### config.mk
export PLATFORM = sky130hd
export DESIGN_NAME = exp_golomb_encoder
export DESIGN_NICKNAME = d
export VERILOG_FILES = /design/src/rtl/egd_pkg.sv /design/src/rtl/egd_msb_finder.sv /design/src/rtl/exp_golomb_encoder.sv
export SDC_FILE = /design/constraint.sdc
export NUM_CORES = 1
export LEC_CHECK = 0
export CORE_MARGIN = 2
export CORE_UTILIZATION = 30
export DETAILED_ROUTE_END_ITERATION = 16
export PLACE_DENSITY = 0.56
export SLEW_MARGIN = 20
export SYNTH_ARGS = -nofsm -noshare
export SYNTH_HDL_FRONTEND = slang
export SYNTH_SLANG_ARGS = --single-unit
### constraint.sdc
create_clock -name wb_clk_i -period 10.4 [get_ports wb_clk_i]
set_input_delay 1.04 -clock wb_clk_i [delete_from_list [all_inputs] [get_ports wb_clk_i]]
set_output_delay 1.04 -clock wb_clk_i [all_outputs]
set_load 0.05 [all_outputs]
### src/rtl/egd_pkg.sv
// Shared types and constants for the Exp-Golomb encoder: mode and FSM encodings,
// datapath widths, and the codeNum mapping for ue(v)/se(v).
package egd_pkg;

  localparam int VAL_W  = 16;
  localparam int INFO_W = 17;
  localparam int LEN_W  = 6;

  typedef enum logic [1:0] {
    MODE_UE  = 2'b00,
    MODE_SE  = 2'b01,
    MODE_TE  = 2'b10,
    MODE_RSV = 2'b11
  } mode_e;

  typedef enum logic [1:0] {
    ST_IDLE,
    ST_PREP,
    ST_ZEROS,
    ST_INFO
  } state_e;

  // se(v) maps v>0 to 2v-1 and v<=0 to -2v; 17 bits holds 65536 for v=-32768.
  function automatic logic [INFO_W-1:0] code_num(input logic [VAL_W-1:0] v, input mode_e m);
    logic [INFO_W-1:0] sv;
    logic [INFO_W-1:0] result;
    sv     = {v[VAL_W-1], v};
    result = {1'b0, v};
    if (m == MODE_SE) begin
      if (!v[VAL_W-1] && (v != '0)) result = {sv[VAL_W-1:0], 1'b0} - INFO_W'(1);
      else                          result = (INFO_W'(0) - sv) << 1;
    end
    return result;
  endfunction

endpackage

### src/rtl/egd_msb_finder.sv
// Combinational index of the most significant set bit of the 17-bit info word
// (returns 0 for an all-zero input).
module egd_msb_finder
  import egd_pkg::*;
(
  input  logic [INFO_W-1:0] value,
  output logic [4:0]        msb_idx
);

  always_comb begin
    // NOTE: default first so no path leaves msb_idx unassigned (no latch).
    msb_idx = '0;
    for (int i = 0; i < INFO_W; i++) begin
      if (value[i]) msb_idx = 5'(i);
    end
  end

endmodule

### src/rtl/exp_golomb_encoder.sv
// Exp-Golomb bit-serial encoder: accepts one ue/se/te syntax element and emits
// N leading zeros followed by info[N:0], MSB first, under bit_valid/bit_ready.
module exp_golomb_encoder
  import egd_pkg::*;
(
  input  logic             wb_clk_i,
  input  logic             wb_rst_ni,
  input  logic             in_valid,
  output logic             in_ready,
  input  logic [VAL_W-1:0] in_value,
  input  logic [1:0]       in_mode,
  output logic             bit_out,
  output logic             bit_valid,
  input  logic             bit_ready,
  output logic             bit_last,
  output logic [LEN_W-1:0] code_len,
  output logic             busy
);

  state_e            state;
  logic [VAL_W-1:0]  value_q;
  mode_e             mode_q;
  logic [INFO_W-1:0] info_q;
  logic [INFO_W-1:0] info_c;
  logic [4:0]        n_q;
  logic [4:0]        n_c;
  logic [4:0]        cnt;
  logic [4:0]        cnt_dec;
  logic              xfer;

  // te(cMax=1) is a single inverted bit; forcing info to 0/1 also forces N=0.
  assign info_c  = (mode_q == MODE_TE) ? {{(INFO_W-1){1'b0}}, ~value_q[0]}
                                       : code_num(value_q, mode_q) + INFO_W'(1);
  assign cnt_dec = cnt - 5'd1;
  assign xfer    = bit_valid && bit_ready;
  assign in_ready = (state == ST_IDLE);
  assign busy     = (state != ST_IDLE);

  egd_msb_finder u_msb (
    .value   (info_c),
    .msb_idx (n_c)
  );

  // NOTE: datapath registers are only read after being loaded, so they carry no reset.
  always_ff @(posedge wb_clk_i) begin
    if (state == ST_IDLE && in_valid) begin
      value_q <= in_value;
      mode_q  <= mode_e'(in_mode);
    end
    if (state == ST_PREP) begin
      info_q <= info_c;
      n_q    <= n_c;
    end
  end

  // NOTE: sequential state uses non-blocking assignments so every register sees pre-edge values.
  always_ff @(posedge wb_clk_i) begin
    if (!wb_rst_ni) begin
      state     <= ST_IDLE;
      bit_out   <= 1'b0;
      bit_valid <= 1'b0;
      bit_last  <= 1'b0;
      code_len  <= '0;
      cnt       <= '0;
    end else begin
      case (state)
        ST_IDLE: begin
          if (in_valid) state <= ST_PREP;
        end
        ST_PREP: begin
          code_len  <= {n_c, 1'b1};
          bit_valid <= 1'b1;
          if (n_c != '0) begin
            state    <= ST_ZEROS;
            cnt      <= n_c;
            bit_out  <= 1'b0;
            bit_last <= 1'b0;
          end else begin
            state    <= ST_INFO;
            cnt      <= '0;
            bit_out  <= info_c[0];
            bit_last <= 1'b1;
          end
        end
        ST_ZEROS: begin
          if (xfer) begin
            if (cnt == 5'd1) begin
              state   <= ST_INFO;
              cnt     <= n_q;
              bit_out <= info_q[n_q];
            end else begin
              cnt <= cnt_dec;
            end
          end
        end
        ST_INFO: begin
          if (xfer) begin
            if (cnt == '0) begin
              state     <= ST_IDLE;
              bit_valid <= 1'b0;
              bit_out   <= 1'b0;
              bit_last  <= 1'b0;
            end else begin
              cnt      <= cnt_dec;
              bit_out  <= info_q[cnt_dec];
              bit_last <= (cnt == 5'd1);
            end
          end
        end
        default: state <= ST_IDLE;
      endcase
    end
  end

endmodule

==> impl_results.md, run 1 <==
- Status: complete, no violations
- Yosys cell types: between 80 and 90
- Worst vdd ir: 0.0000772 V
- Register area share after synthesis: 0.328
- # IOs: 33
- Max Cap Viol: 0
- Number of port buffers: 32
- Bufs on Longest Clock Path: 2
- Htree depth: 2
- Yosys reg bits: 55
- Storage element area: between 0.001 and 0.0015 mm2
- Most used DFF post-synth: edfxtp_1
- Max-slew violations: 0
- Initial Util: 0.310
- GRT overflow: 0
- Final hold violation count: 0
- Drt pass-1 iters: 5
- Slowest cell delay on critical path: between 0.6 and 0.7 ns
- Final std cells w/o fill: 681
- Vias in the first global route: between 3000 and 4000
- RSZ-0062 raised after global routing: false
- CP Launch Type: register
- Crit-path cells: inv_1 -> ha_1 -> nor3b_2 -> a41o_1 -> o21ai_0 -> ha_1 -> and2_1 -> nand3_1 -> nor2_1 -> a31oi_1 -> inv_2 -> nor3_1 -> o21ai_0 -> a31oi_1
- Clock slew seen by the registers of the worst setup and hold paths: roughly 0.080 ns
- Period utilisation layout: 0.504
- TritonCTS buffer count: 5
- Root Driver: clkbuf_16
- EDFF count, synth: 39
- Row cnt: 44
- Syn_nets: about 520
- ANT nets after route: 0
- Die Span Y: between 100 and 150 um
- CP endpoint kind: register
- CTS Sinks: 55
- Yosys top cell area share: 0.258
- Critical-path top delay cell: a41o_1
- Number of DRC markers in iteration 0: around 340
- Placed cells: 673
- Fin Clk Skew: between 0.008 and 0.009 ns
- Net total in the final layout: approximately 530
- GR Util All Layers: 0.147
- DIE WIDTH: ~130 um
- # DRC: 0
- Min-delay worst type: reg2reg
- Post-CTS Resized: 0
- Post-CTS setup buffers: 0
- Power per cell area: 249 mW/mm2
- Antenna violations before repair: 0
- DR WL/cell: between 15 and 20 um
- Count leader, synth: edfxtp_1
- Share of layout cells above drive strength 1: 0.119
- Maximum fanout along the worst path: 14
- Setup-failing EPs final: 0
- Via count: just under 4000
- Largest cells by area after synthesis: edfxtp_1, dfxtp_1, mux4_2, xnor2_1, nor2_1
- Latest clock arrival within the worst-skew pair: about 0.3 ns
- Upper clock frequency limit: 191 MHz
- Netlist Area Pre-Place: between 0.004 and 0.005 mm2
- FFs w/ async S/R, synth: 0
- Largest net degree at the start of global routing: 29
- Global-route wire length before repair: approximately 19 mm
- Mapped Cells: between 400 and 500
- N_diodes: 0
- Yosys warns: 0
- Post-CTS Hold Buffers: 0
- Actual slew at the worst max-slew pin: roughly 1.1 ns
- CTS tree: built
- Placed wire-length estimate: 8.76 mm
- Required @ worst endpoint: about 11 ns
- Core ar.: ~0.015 mm2
- LEAKAGE: roughly 1.7 nW
- Mapped Avg Cell Area: 9.22 um2
- Filler cells: around 1500
- Cell taking the most area after synthesis: edfxtp_1
- Fin Setup TNS: 0 ns
- Min cycle time layout: between 5 and 6 ns
- Max-slew headroom: 0.294
- Vias per cell: 5.76
- Multi-input logic area: 0.00281 mm2
- Critical path class: reg2reg
- Data arrival, critical path: ~5.5 ns
- Leading post-synthesis cells by instance count: edfxtp_1, nor2_1, nand2_1
- Final wirelength: ~12 mm
- Area grow syn2layout: 12.3%
- Final Wtd Congestion: slightly above 0.8
- Die footprint: roughly 0.016 mm2
## worst max-delay path: cells and delay by family, from the launching register on
kind | cells | cell delay [ns]
AO/OA/AOI/OAI | 5 | 2.07
AND/OR/NAND/NOR | 5 | 1.43
adder cells (fa/ha/maj) | 2 | 0.76
flip-flops | 1 | 0.54
buffers and inverters | 2 | 0.33
## logic make-up (layout without fill, tap and decap cells)
kind of cell,after synthesis,in the layout,synth area share
and+or+nand+nor,177,177,0.218
AOI/OAI and AO/OA,145,145,0.242
buffers and inverters,61,65,0.0553
DFF,55,55,0.328
xor gates and xnor gates,26,26,0.0592
muxes,21,21,0.0748
adders and majority gates,8,8,0.0220
## state kept, by name, summed over array words and instances, names as in the netlist, 2 cells and up
signal	flops
info_q	17
n_q	4
state	2
code_len	6
value_q	16
cnt	5
mode_q	2
## layout make-up
type	instances	share of cell area
Multi-Input combinational cell	377	0.550
Inverter	22	0.0162
Tap cell	184	0.0451
Clock buffer	5	0.0245
Timing Repair Buffer	35	0.0671
Sequential cell	55	0.292
Clock inverter	3	0.00514
## where the power goes
part	leakage [nW]	internal [W]	switching, W
Combinational	1.12	0.000285	0.000396
Sequential	0.498	0.000323	0.0000890
Clock	0.0762	0.0000920	0.0000893
Total	1.70	0.000700	0.000574
## stage by stage
| step | cell area (um2) | utilization | worst slack [ns] | total power [W] | hold WS [ns] |
|---|---|---|---|---|---|
| 2_1_floorplan | 4550 | - | 6.40 | 0.000922 | 0.535 |
| 3_3_place_gp | 4950 | 0.338 | 5.21 | 0.00109 | 0.436 |
| 3_5_place_dp | 4950 | 0.338 | 5.15 | 0.00109 | 0.444 |
| 4_1_cts | 5100 | 0.349 | 5.16 | 0.00128 | 0.464 |
| 5_1_grt | 5110 | 0.349 | 4.78 | 0.00136 | 0.499 |
| 6_report | 5110 | 0.349 | 5.16 | 0.00127 | 0.462 |
## worst paths after layout
path / to / startpoint / depth (start not counted) / slack (ns)
setup / recovery: cnt[2] / value_q[0] / 14 / 5.16
hold / removal: code_len[0] / code_len[0] / 1 / 0.46
setup reg to reg: cnt[2] / value_q[0] / 14 / 5.16
hold reg to reg: code_len[0] / code_len[0] / 1 / 0.46
## layer usage
layer | wire [um] | share of wire | track usage
met5 | 0 | 0 | 0
met4 | 180 | 0.015 | 0.0401
met3 | 521 | 0.044 | 0.0218
met2 | 5590 | 0.48 | 0.246
met1 | 5410 | 0.46 | 0.198
## placed cells by master (no fill, tap or decap), types with 10 or more instances in the layout
| master | netlist | routed |
|---|---|---|
| edfxtp_1 | 39 | 39 |
| o21ai_0 | 27 | 27 |
| xnor2_1 | 20 | 20 |
| nor2_1 | 38 | 38 |
| dfxtp_1 | 16 | 16 |
| mux4_2 | 10 | 10 |
| a21oi_1 | 23 | 23 |
| nand3_1 | 16 | 16 |
| a31oi_1 | 10 | 10 |
| nor3_1 | 23 | 23 |
| nand2_1 | 31 | 31 |
| clkdlybuf4s50_1 | 0 | 32 |
| inv_1 | 20 | 20 |
(Power assumes the default switching activity.)
==> run 2, diff against run 1 <==
clock period = 5.3 ns   (was 10.4 ns; I/O delays follow)
==> run 2 against run 1 <==
Net effect: routed wire length up 0.42%; design area up 0.71%; die area unchanged; register-to-register slack worse by 4.7 ns; utilization up 0.25 points; total power up 98%.
==> impl_results.md, run 2 (same netlist as run 1, synthesis figures left out) <==
- Status: complete, no violations (unchanged)
- Final wirelength: 11.8 mm (was 11.7 mm)
- Antenna violations before repair: 0 (unchanged)
- Vias per cell: 5.75 (was 5.76)
- Required @ worst endpoint: 5.48 ns (was 10.63 ns)
- DR WL/cell: 17.2 um (about the same)
- Global-route wire length before repair: 19.7 mm (was 19.3 mm)
- Multi-input logic area: 0.00282 mm2 (was 0.00281 mm2)
- Maximum fanout along the worst path: 14 (unchanged)
- Share of layout cells above drive strength 1: 0.128 (was 0.119)
- Hold path endpoint: code_len[0] (unchanged)
- Period utilisation layout: 0.920 (was 0.504)
- Final Wtd Congestion: 0.855 (was 0.831)
- Max-slew violations: 0 (unchanged)
- N_diodes: 0 (unchanged)
- Fin Clk Skew: 0.00644 ns (was 0.00861 ns)
- Clock slew seen by the registers of the worst setup and hold paths: 0.08 ns (about the same)
- Power per cell area: 490 mW/mm2 (was 249 mW/mm2)
- Via count: 3936 (was 3924)
- ANT nets after route: 0 (unchanged)
- Vias in the first global route: 3785 (was 3742)
- Reg-to-Reg Start: value_q[0] (unchanged)
- Actual slew at the worst max-slew pin: 0.819 ns (was 1.06 ns)
- Largest delay share family, worst path: compound AO/OA/AOI/OAI gates (unchanged)
- CP endpoint kind: register (unchanged)
- Min cycle time layout: 4.87 ns (was 5.24 ns)
- Final instance area: 0.00514 mm2 (was 0.00511 mm2)
- Largest regs: info_q: 17 flops, value_q: 16 flops, code_len: 6 flops (unchanged)
- Post-CTS Hold Buffers: 0 (unchanged)
- Critical path class: reg2reg (unchanged)
- GRT overflow: 0 (unchanged)
- Row cnt: 44 (unchanged)
- Pre-CTS setup slack: 0.364 ns (was 5.15 ns)
- Filler cells: 1507 (was 1503)
- Max reg flops: 17 (unchanged)
- DIE WIDTH: 127 um (unchanged)
- LEAKAGE: 1.72 nW (was 1.70 nW)
- Reg2reg end: n_q[1] (was cnt[2])
- GR Util All Layers: 0.148 (was 0.147)
- Number of DRC markers in iteration 0: 309 (was 343)
- Max Cap Viol: 0 (unchanged)
- DP Area: 0.00498 mm2 (was 0.00495 mm2)
- Hold Startpoint: code_len[0] (unchanged)
- Number of port buffers: 32 (unchanged)
- Commonest non-fill, non-tap cell in the layout: edfxtp_1 (unchanged)
- Worst reg2reg path depth: 14 (unchanged)
- Latest clock arrival within the worst-skew pair: 0.31 ns (was 0.30 ns)
- Upper clock frequency limit: 205 MHz (was 191 MHz)
- # IOs: 33 (unchanged)
- Largest net degree at the start of global routing: 29 (unchanged)
- Post-CTS Resized: 0 (unchanged)
- Die footprint: 0.0162 mm2 (unchanged)
- Worst setup margin: 0.426 ns (was 5.16 ns)
- Buf/Inv on CP: 2 (unchanged)
- Worst vdd ir: 0.000155 V (was 0.0000772 V)
- Root Driver: clkbuf_16 (unchanged)
- Placed wire-length estimate: 8.88 mm (was 8.76 mm)
- RSZ-0062 raised after global routing: false (unchanged)
- Net total in the final layout: 530 (was 526)
- CTS Sinks: 55 (unchanged)
- Area grow syn2layout: 13.1% (was 12.3%)
- Slowest cell delay on critical path: 0.71 ns (was 0.65 ns)
- TritonCTS buffer count: 5 (unchanged)
- Storage element area: 0.00149 mm2 (unchanged)
- Most flops, register: info_q (unchanged)
- Max-slew headroom: 0.450 (was 0.294)
- CTS tree: built (unchanged)
- Most frequent cells in the layout: edfxtp_1, nor2_1, clkdlybuf4s50_1 (unchanged)
- # DRC: 0 (unchanged)
- Bufs on Longest Clock Path: 2 (unchanged)
- Fin Setup TNS: 0 ns (unchanged)
- Core ar.: 0.0146 mm2 (unchanged)
- Htree depth: 2 (unchanged)
- Data arrival, critical path: 5.05 ns (was 5.47 ns)
- Die Span Y: 127 um (unchanged)
- Drt pass-1 iters: 5 (unchanged)
- Crit-path cells: inv_1 -> ha_1 -> nor3b_2 -> buf_4 -> a41o_1 -> o21ai_0 -> ha_1 -> nand2_1 -> nor3_1 -> a21oi_1 -> a311o_1 -> a21boi_0 -> o21ai_0 -> and2_1 (was inv_1 -> ha_1 -> nor3b_2 -> a41o_1 -> o21ai_0 -> ha_1 -> and2_1 -> nand3_1 -> nor2_1 -> a31oi_1 -> inv_2 -> nor3_1 -> o21ai_0 -> a31oi_1)
- Hold_ws: 0.455 ns (was 0.462 ns)
- Post-CTS setup buffers: 0 (unchanged)
- Reg2reg setup slack: 0.43 ns (was 5.16 ns)
- Final hold violation count: 0 (unchanged)
- CP Launch Type: register (unchanged)
- Initial Util: 0.310 (unchanged)
- Hold Path Depth: 1 (unchanged)
- Power, Total: 0.00252 W (was 0.00127 W)
- Critical-path top delay cell: o21ai_0 (was a41o_1)
- Min-delay worst type: reg2reg (unchanged)
- Setup-failing EPs final: 0 (unchanged)
-- run 2: cell types whose count changed in the layout (fill, tap and decap cells not counted), sizes merged --
cell,change
buf,+4
-- run 2: power breakdown --
part	switching [W]	internal (W)	total [W]
Clock	0.000182	0.000181	0.000363
Combinational	0.000784	0.000565	0.00135
Sequential	0.000175	0.000634	0.000808
Total	0.00114	0.00138	0.00252
-- run 2: through the flow --
stage               cells  utilization
floorplan             493            -
global placement      677        0.340
detailed placement    677        0.340
CTS                   685        0.351
global route          685        0.351
finish                685        0.351
-- run 2: worst max path at each step --
stage,cells after the start,slack [ns],start,to
finish,14,0.43,value_q[0],n_q[1]
global route,15,0.1,value_q[0],cnt[2]
CTS,15,0.34,value_q[0],cnt[2]
detailed placement,15,0.36,value_q[0],cnt[2]
global placement,15,0.37,value_q[0],cnt[2]
floorplan,17,1.30,value_q[0],bit_last
-- run 2: layout make-up --
cell class                 instances  area share
tap                              184      0.0448
inverter                          22      0.0161
timing repair buffer              39      0.0725
clock inverter                     3     0.00511
sequential                        55       0.290
clock buffer                       5      0.0243
multi-input combinational        377       0.547
-- run 2: per-layer routing --
metal	track usage	wire length (um)
met2	0.243	5680
met5	0	0
met3	0.0247	445
met4	0.0401	189
met1	0.204	5450
